`src/rtl/io_controller.sv`:
```
// io_controller: memory-mapped IO block with TX FIFO, RX holding register, LEDs and retired-instruction counter
module io_controller (
  input  logic        clk,
  input  logic        rst_n,
  input  logic [6:0]  clk_sequence,
  input  logic        alive,
  input  logic        exported_wren,
  input  logic [31:0] exported_address,
  input  logic [31:0] exported_data,
  output logic [31:0] io_data,
  output logic [7:0]  tx_data,
  output logic        tx_valid,
  input  logic        tx_ready,
  input  logic [7:0]  rx_data,
  input  logic        rx_valid,
  output logic        rx_ready,
  output logic [7:0]  leds
);
  logic [7:0]  mem_q [8];
  logic [2:0]  rd_q, rd_d, wr_q, wr_d;
  logic [3:0]  cnt_q, cnt_d;
  logic        ovf_q, ovf_d, rx_full_q, rx_full_d;
  logic [7:0]  rx_hold_q, rx_hold_d, leds_q, leds_d;
  logic [31:0] instret_q, instret_d;
  logic        io_sel, wr, pop, push, push_ok, cap, tx_full, tx_empty;
  logic [2:0]  idx;
  logic [4:0]  status;

  assign io_sel   = exported_address[31:30] == 2'b01;
  assign idx      = exported_address[4:2];
  assign wr       = exported_wren & clk_sequence[4] & io_sel;
  assign tx_empty = cnt_q == 4'd0;
  assign tx_full  = cnt_q == 4'd8;
  assign tx_valid = ~tx_empty;
  assign tx_data  = mem_q[rd_q];
  assign pop      = tx_valid & tx_ready;
  assign push     = wr & (idx == 3'd0);
  // A full FIFO still takes a push when a pop frees a slot in the same cycle
  assign push_ok  = push & (~tx_full | pop);
  assign rx_ready = ~rx_full_q;
  assign cap      = rx_valid & rx_ready;
  assign leds     = leds_q;
  assign status   = {ovf_q, rx_full_q, tx_full, tx_empty, tx_valid};

  // Next-state for all control registers; set of tx_ovf beats a same-cycle STATUS clear, INSTRET write beats increment
  always_comb begin
    rd_d      = pop ? rd_q + 3'd1 : rd_q;
    wr_d      = push_ok ? wr_q + 3'd1 : wr_q;
    cnt_d     = cnt_q + {3'b0, push_ok} - {3'b0, pop};
    ovf_d     = (push & ~push_ok) | (ovf_q & ~(wr & (idx == 3'd1)));
    rx_full_d = cap | (rx_full_q & ~(wr & (idx == 3'd2)));
    rx_hold_d = cap ? rx_data : rx_hold_q;
    leds_d    = (wr & (idx == 3'd3)) ? exported_data[7:0] : leds_q;
    instret_d = (wr & (idx == 3'd4)) ? 32'd0 :
                (clk_sequence[6] & alive) ? instret_q + 32'd1 : instret_q;
  end

  // Combinational read path for the IO address space
  always_comb begin
    io_data = !io_sel      ? 32'd0 :
              idx == 3'd1  ? {27'b0, status} :
              idx == 3'd2  ? {24'b0, rx_hold_q} :
              idx == 3'd3  ? {24'b0, leds_q} :
              idx == 3'd4  ? instret_q : 32'd0;
  end

  // FIFO storage is never reset; it is only visible while non-empty
  always_ff @(posedge clk) begin
    if (push_ok) mem_q[wr_q] <= exported_data[7:0];
  end

  // Control state with asynchronous clear
  always_ff @(posedge clk or negedge rst_n) begin
    if (!rst_n) begin
      rd_q      <= '0;
      wr_q      <= '0;
      cnt_q     <= '0;
      ovf_q     <= 1'b0;
      rx_full_q <= 1'b0;
      rx_hold_q <= '0;
      leds_q    <= '0;
      instret_q <= '0;
    end else begin
      rd_q      <= rd_d;
      wr_q      <= wr_d;
      cnt_q     <= cnt_d;
      ovf_q     <= ovf_d;
      rx_full_q <= rx_full_d;
      rx_hold_q <= rx_hold_d;
      leds_q    <= leds_d;
      instret_q <= instret_d;
    end
  end
endmodule

```
`config.mk`:
```
export PLATFORM = sky130hd
export DESIGN_NAME = io_controller
export DESIGN_NICKNAME = d
export VERILOG_FILES = /design/src/rtl/io_controller.sv
export SDC_FILE = /design/constraint.sdc
export NUM_CORES = 1
export LEC_CHECK = 0
export BUFFER_PORTS_ARGS = -buffer_cell sky130_fd_sc_hd__clkbuf_2
export CORE_MARGIN = 4
export CORE_UTILIZATION = 25
export CTS_CLUSTER_DIAMETER = 60
export DETAILED_ROUTE_END_ITERATION = 12
export GPL_ROUTABILITY_DRIVEN = 1
export PLACE_DENSITY = 0.49
export SLEW_MARGIN = 15
export SYNTH_ARGS = -nofsm -noshare
export SYNTH_HDL_FRONTEND = slang
export SYNTH_SLANG_ARGS = --single-unit
```
`constraint.sdc`:
```
create_clock -name clk -period 4.4 [get_ports clk]
set_input_delay 0.88 -clock clk [delete_from_list [all_inputs] [get_ports clk]]
set_output_delay 0.88 -clock clk [all_outputs]
set_load 0.02 [all_outputs]
```
==> results of run 1 <==
## registers in the layout, summed over array words and instances (netlist names)
| signal | count |
|---|---|
| ovf_q | 1 |
| cnt_q | 4 |
| mem_q | 64 |
| rx_hold_q | 8 |
| leds | 8 |
| instret_q | 32 |
| wr_q | 3 |
| rd_q | 3 |
| rx_full_q | 1 |
## cell usage in the layout, fill, tap and decap left out, types with 16 or more instances in the layout
| cell | synthesis | layout |
|---|---|---|
| a21oi_1 | 25 | 25 |
| and2_1 | 25 | 25 |
| clkbuf_16 | 0 | 17 |
| clkbuf_2 | 0 | 78 |
| dfrtp_1 | 60 | 60 |
| edfxtp_1 | 64 | 64 |
| mux2_2 | 30 | 30 |
| mux4_2 | 16 | 16 |
| nand2_1 | 28 | 28 |
| nor2_1 | 20 | 20 |
## final timing paths
kind | cells after the start | end
max in group asynchronous | 2 | rx_hold_q[3]$_DFFE_PN0P_
worst max register to register | 11 | cnt_q[2]$_DFF_PN0_
worst min register to register | 1 | rx_hold_q[7]$_DFFE_PN0P_
min in group asynchronous | 1 | instret_q[12]$_DFFE_PN0P_
worst min-delay path | 1 | rx_hold_q[7]$_DFFE_PN0P_
worst max-delay path | 6 | io_data[9]
## synthesized netlist by cell type, types with 2 or more instances
master and count:
o31ai_1 10, buf_6 2, o21a_1 2, a2bb2oi_1 2
or2_2 3, clkbuf_1 13, xnor2_1 11, nor2_1 20
or4_1 13, o32a_1 3, inv_1 12, mux2i_1 2
mux2_2 30, nor2b_1 7, edfxtp_1 64, o21ai_0 8
mux4_2 16, and2_1 25, nor3_1 9, nand4_1 8
nor4_1 5, buf_2 5, a22oi_1 7, nor3b_1 2
buf_1 4, or3_1 8, nand3_1 10, o31a_1 2
or3_2 2, nand2_1 28, xor2_1 4, a21oi_1 25
nand2b_1 15, dfrtp_1 60, and2_2 2, ha_1 9
## per-stage QoR
step,instance area (sq um),util (%),worst slack [ns],hold WS [ns],std cells
after floorplan,5920,-,1.25,0.472,462
after global placement,6680,28.5,1.00,0.484,846
after detailed placement,6680,28.5,0.971,0.487,846
after CTS,7240,30.9,1.02,0.500,878
after global routing,7240,30.9,0.843,0.521,878
final,7240,30.9,0.994,0.495,878
## routing by layer
metal	vias to the layer above	track usage, %
li1	1893	-
met1	2004	15.4
met2	99	18.3
met3	18	3.48
met4	2	4.27
met5	-	0
## kinds of logic (layout without fill, tap and decap cells)
logic type               after synthesis  count (layout)  synth area share (%)
buffers and inverters                 36             133                  2.64
XOR/XNOR                              15              15                  2.22
multiplexers                          48              48                  12.1
AO/OA/AOI/OAI                         63              63                  6.93
flip-flops                           124             124                  57.8
AND/OR/NAND/NOR                      166             166                  16.0
adder cells (fa/ha/maj)               10              10                  2.24
## power breakdown
group | total (mW) | switching (mW) | internal (mW)
registers | 1.51 | 0.165 | 1.35
logic | 0.839 | 0.412 | 0.427
clock network | 1.31 | 0.509 | 0.804
## area by class of cell
class                      instances  area [sq um]
clock inverter                    10          93.8
fill                            2404         16200
timing repair buffer              89           473
inverter                          12          45.0
multi-input combinational        302          2340
sequential                       124          3420
tap                              319           399
clock buffer                      22           464
## worst max-delay path, stage by stage
cell and delay, ns:
clkbuf_2 0.27, nor3b_1 0.56, nor2b_1 0.22, buf_4 0.25, and2_1 0.17, clkbuf_2 0.17
==> results.ini, run 1 <==
[run_status]
status=finished, final reports clean

[floorplan]
dieArea_sq_mm=0.0262
rows=56
coreArea_sq_mm=0.0234
initial_utilization_pct=25.3
ios=135
die_h_microns=162
fp.dieW_microns=162

[worst_hold_path]
hp-class=flip-flop to flip-flop
hold_start=rx_hold_q[7]$_DFFE_PN0P_

[logic_synthesis]
yosysWarnings=0
synth_seq_cells=124
synth_edf_count=64
netlist_instances=462
synth_nets=557
netlist_area_sq_mm=0.00592
yosys.area.top_type=edfxtp_1
synth-async-reset-ratio_pct=48.4
synth_top_area_share_pct=32.5
synth_top_flop_cell=edfxtp_1
avgSynthCellArea_sq_um=12.8
yosys-top-cells-area=edfxtp_1 (32%), dfrtp_1 (25%), mux4_2 (6.1%)
synth_cell_types=50
yosysSeqAreaShare_pct=57.8

[grt]
track_usage_pct=11.7
grt_remaining_overflow=0
grt_max_degree=37
antenna_found_initial=1
grt_pass1_wl_mm=23.5
grt_pass1_vias=4079

[routing]
dr_total_vias=4016
top_layer=met5
wirelength_met1_mm=6.82
wl_met3_microns=735
drt_pass1_iterations=5
antenna_left=0
wl_met2_mm=6.86
totalWireLength_mm=14.6
drt_iter0_drc=186
drc=0
avgRoutedWirePerCell_microns=16.6
viasPerCell=4.57

[placement]
hpwl_mm=10.4
place.port_buffers=78
finalWeightedCongestion=0.781

[timing]
rsz0062_at_grt=no
worstMarginPinSlew_ns=0.960
period_needed_ns=3.41
period_share_pct=77.4
slew_viol_final=0
maxSlewHeadroom_pct=36.0
setup_viol=0
timing.fmax_mhz=294
hold_viol=0
fin_skew_ns=0.0100
setup_tns_ns=0

[clock_network]
cts_hold_buffers=0
ctsResizeCount=0
clock_sinks=124
path_clk_slew_ns=0.05
tritoncts=done
postCtsSetupRepairBufs=0
numCtsBuffers=17
insertion_delay_ns=0.42
clk_path_buf_depth=2
htreeDepth=4
cts_root_buf=clkbuf_16

[worst_setup_path]
crit_arrival_ns=2.53
critPathKind=input port to primary output
crit_fanout=24
reg2reg_from=cnt_q[2]$_DFF_PN0_
start_kind=input port
startpoint=exported_address[2]
required_ns=3.52
reg2reg_slack_ns=1.62
crit_path_end_kind=primary output

[layout]
final_layout_size_suffix_gt1_share_pct=31.5
diodes=0
syn2layout_area_growth_pct=22.3
final_net_count=641

[power_and_ir_drop]
peakVddDrop_mv=0.235
power.leakage_nw=2.78
power.total_mw=3.67
p_per_area_mw_per_mm2=507

[flow_run]
max_cap_violations=0

No activity file was read; power rests on OpenSTA's default activity.
==> run 2, diff against run 1 <==
--- a/config.mk
+++ b/config.mk
@@ -11,7 +11,7 @@
 export CTS_CLUSTER_DIAMETER = 60
 export DETAILED_ROUTE_END_ITERATION = 12
 export GPL_ROUTABILITY_DRIVEN = 1
-export PLACE_DENSITY = 0.49
+export PLACE_DENSITY = 0.51
 export SLEW_MARGIN = 15
 export SYNTH_ARGS = -nofsm -noshare
 export SYNTH_HDL_FRONTEND = slang
==> constraint.sdc (replaced) <==
create_clock -name clk -period 3.04 [get_ports clk]
set_input_delay 0.608 -clock clk [delete_from_list [all_inputs] [get_ports clk]]
set_output_delay 0.608 -clock clk [all_outputs]
set_load 0.02 [all_outputs]
==> results.ini, run 2 (same netlist as run 1, synthesis figures left out) <==
[routing]
drc=0  ; unchanged
avgRoutedWirePerCell_microns=16.8  ; was 16.6 microns
totalWireLength_mm=14.9  ; was 14.6 mm
drt_iter0_drc=244  ; was 186
antenna_left=0  ; unchanged
viasPerCell=4.64  ; was 4.57
drt_pass1_iterations=5  ; unchanged
dr_total_vias=4105  ; was 4016

[timing]
fin_skew_ns=0.00959  ; was 0.0100 ns
rsz0062_at_grt=no  ; unchanged
slew_viol_final=0  ; unchanged
setup_tns_ns=0  ; unchanged
period_share_pct=95.7
timing.fmax_mhz=344
maxSlewHeadroom_pct=42.0  ; was 36.0%
setup_viol=0  ; unchanged
period_needed_ns=2.91
worstMarginPinSlew_ns=0.870  ; was 0.960 ns
hold-worst-slack_ns=0.276  ; was 0.495 ns
hold_viol=0  ; unchanged

[run_status]
status=finished, final reports clean  ; unchanged

[layout]
largest_register=mem_q  ; unchanged
diodes=0  ; unchanged
nFillCells=2408  ; was 2404
layout_commonest_cell=clkbuf_2  ; unchanged
final_layout_size_suffix_gt1_share_pct=32.4  ; was 31.5%
final_cell_mix=clkbuf_2 (78), edfxtp_1 (64), dfrtp_1 (60), mux2_2 (30), nand2_1 (28)  ; unchanged
syn2layout_area_growth_pct=23.4  ; was 22.3%
biggestRegsByFlops=mem_q x64, instret_q x32  ; unchanged
largest_reg_flops=64  ; unchanged
final_net_count=647  ; was 641

[flow_run]
max_cap_violations=0  ; unchanged

[worst_setup_path]
endpoint=io_data[1]  ; was io_data[9]
reg2reg_slack_ns=0.50  ; was 1.62 ns
reg2reg_depth=11  ; unchanged
reg2reg_from=cnt_q[2]$_DFF_PN0_  ; unchanged
required_ns=2.43  ; was 3.52 ns
crit_fanout=5  ; was 24
critPathKind=flip-flop to primary output  ; was input port to primary output
crit_arrival_ns=2.30  ; was 2.53 ns
crit_path_end_kind=primary output  ; unchanged
startpoint=cnt_q[2]$_DFF_PN0_  ; was exported_address[2]
start_kind=flip-flop  ; was input port
regToRegEndpoint=cnt_q[2]$_DFF_PN0_  ; unchanged

[clock_network]
cts_root_buf=clkbuf_16  ; unchanged
clock_sinks=124  ; unchanged
path_clk_slew_ns=0.05  ; about the same
insertion_delay_ns=0.42  ; about the same
numCtsBuffers=17  ; unchanged
cts_hold_buffers=0  ; unchanged
htreeDepth=4  ; unchanged
postCtsSetupRepairBufs=0  ; unchanged
tritoncts=done  ; unchanged
clk_path_buf_depth=2  ; unchanged

[grt]
grtUsageMet3_pct=4.24  ; was 3.48%
met1_usage_pct=15.2  ; was 15.4%
grt_pass1_vias=4220  ; was 4079
grt_busiest_layer=met2  ; unchanged
grt_max_degree=33  ; was 37
grt_pass1_wl_mm=23.6  ; was 23.5 mm
grt_use_met2_pct=18.8  ; was 18.3%
grt_remaining_overflow=0  ; unchanged
antenna_found_initial=2  ; was 1
track_usage_pct=11.8  ; was 11.7%

[floorplan]
ios=135  ; unchanged
rows=56  ; unchanged
die_h_microns=162  ; unchanged
coreArea_sq_mm=0.0234  ; unchanged
dieArea_sq_mm=0.0262  ; unchanged
fp.dieW_microns=162  ; unchanged
initial_utilization_pct=25.3  ; unchanged

[placement]
finalWeightedCongestion=0.795  ; was 0.781
place.port_buffers=78  ; unchanged
hpwl_mm=10.5  ; was 10.4 mm

[power_and_ir_drop]
p_per_area_mw_per_mm2=735  ; was 507 mW/mm^2
power.leakage_nw=2.82  ; was 2.78 nW
peakVddDrop_mv=0.327  ; was 0.235 mV

[worst_hold_path]
hp-class=input port to async pin  ; was flip-flop to flip-flop

[run 2: per-stage QoR]
| stage | util, % | area [sq um] | cells | setup slack [ns] | total power [mW] |
|---|---|---|---|---|---|
| after floorplan | - | 5920 | 462 | 0.391 | 3.07 |
| after global placement | 28.8 | 6740 | 852 | 0.374 | 3.44 |
| after detailed placement | 28.8 | 6740 | 852 | 0.381 | 3.48 |
| after CTS | 31.2 | 7300 | 884 | 0.0583 | 5.44 |
| after global routing | 31.2 | 7300 | 884 | 0.0241 | 5.66 |
| final | 31.2 | 7300 | 884 | 0.131 | 5.36 |
[run 2: what timing repair did]
| item | 4_1_cts | 5_1_grt |
|---|---|---|
| endpoints found under the hold margin | 0 | 0 |
| setup endpoints to repair | 0 | 1 |
| gates resized for setup | 0 | 1 |
[run 2: where the power goes]
| part | internal, mW | total, mW | switching (mW) |
|---|---|---|---|
| Clock | 1.20 | 1.94 | 0.740 |
| Combinational | 0.622 | 1.23 | 0.604 |
| Sequential | 1.95 | 2.19 | 0.241 |
[run 2: how the worst min path moves through the flow]
stage | start | to | slack, ns | depth (start not counted)
after floorplan | rst_n | cnt_q[0]$_DFF_PN0_ | 0.31 | 0
after global placement | rx_hold_q[5]$_DFFE_PN0P_ | rx_hold_q[5]$_DFFE_PN0P_ | 0.49 | 1
after detailed placement | rx_hold_q[6]$_DFFE_PN0P_ | rx_hold_q[6]$_DFFE_PN0P_ | 0.49 | 1
after CTS | rst_n | instret_q[12]$_DFFE_PN0P_ | 0.29 | 1
after global routing | rst_n | instret_q[12]$_DFFE_PN0P_ | 0.32 | 1
final | rst_n | instret_q[12]$_DFFE_PN0P_ | 0.28 | 1
[run 2: layout make-up]
type / instances / area (sq um) / share of cell area (%)
Tap cell: 319 / 399 / 5.47
Multi-Input combinational cell: 302 / 2340 / 32.1
Clock inverter: 11 / 123 / 1.68
Sequential cell: 124 / 3420 / 46.9
Timing Repair Buffer: 95 / 531 / 7.27
Clock buffer: 21 / 440 / 6.03
Inverter: 12 / 45.0 / 0.617
[run 2: routing by layer]
metal  share of wire (%)  vias up
met3                 5.3       13
met4                0.74        4
met5                0.18        -
met1                  46     2080
li1                    -     1906
met2                  48      102
[run 2: critical path: stages (launching register included)]
cell and delay [ns]:
dfrtp_1 0.36, inv_1 0.09, ha_1 0.17, or3b_2 0.53, a2bb2oi_1 0.18, o32a_1 0.18, nor2_2 0.17, clkbuf_2 0.21
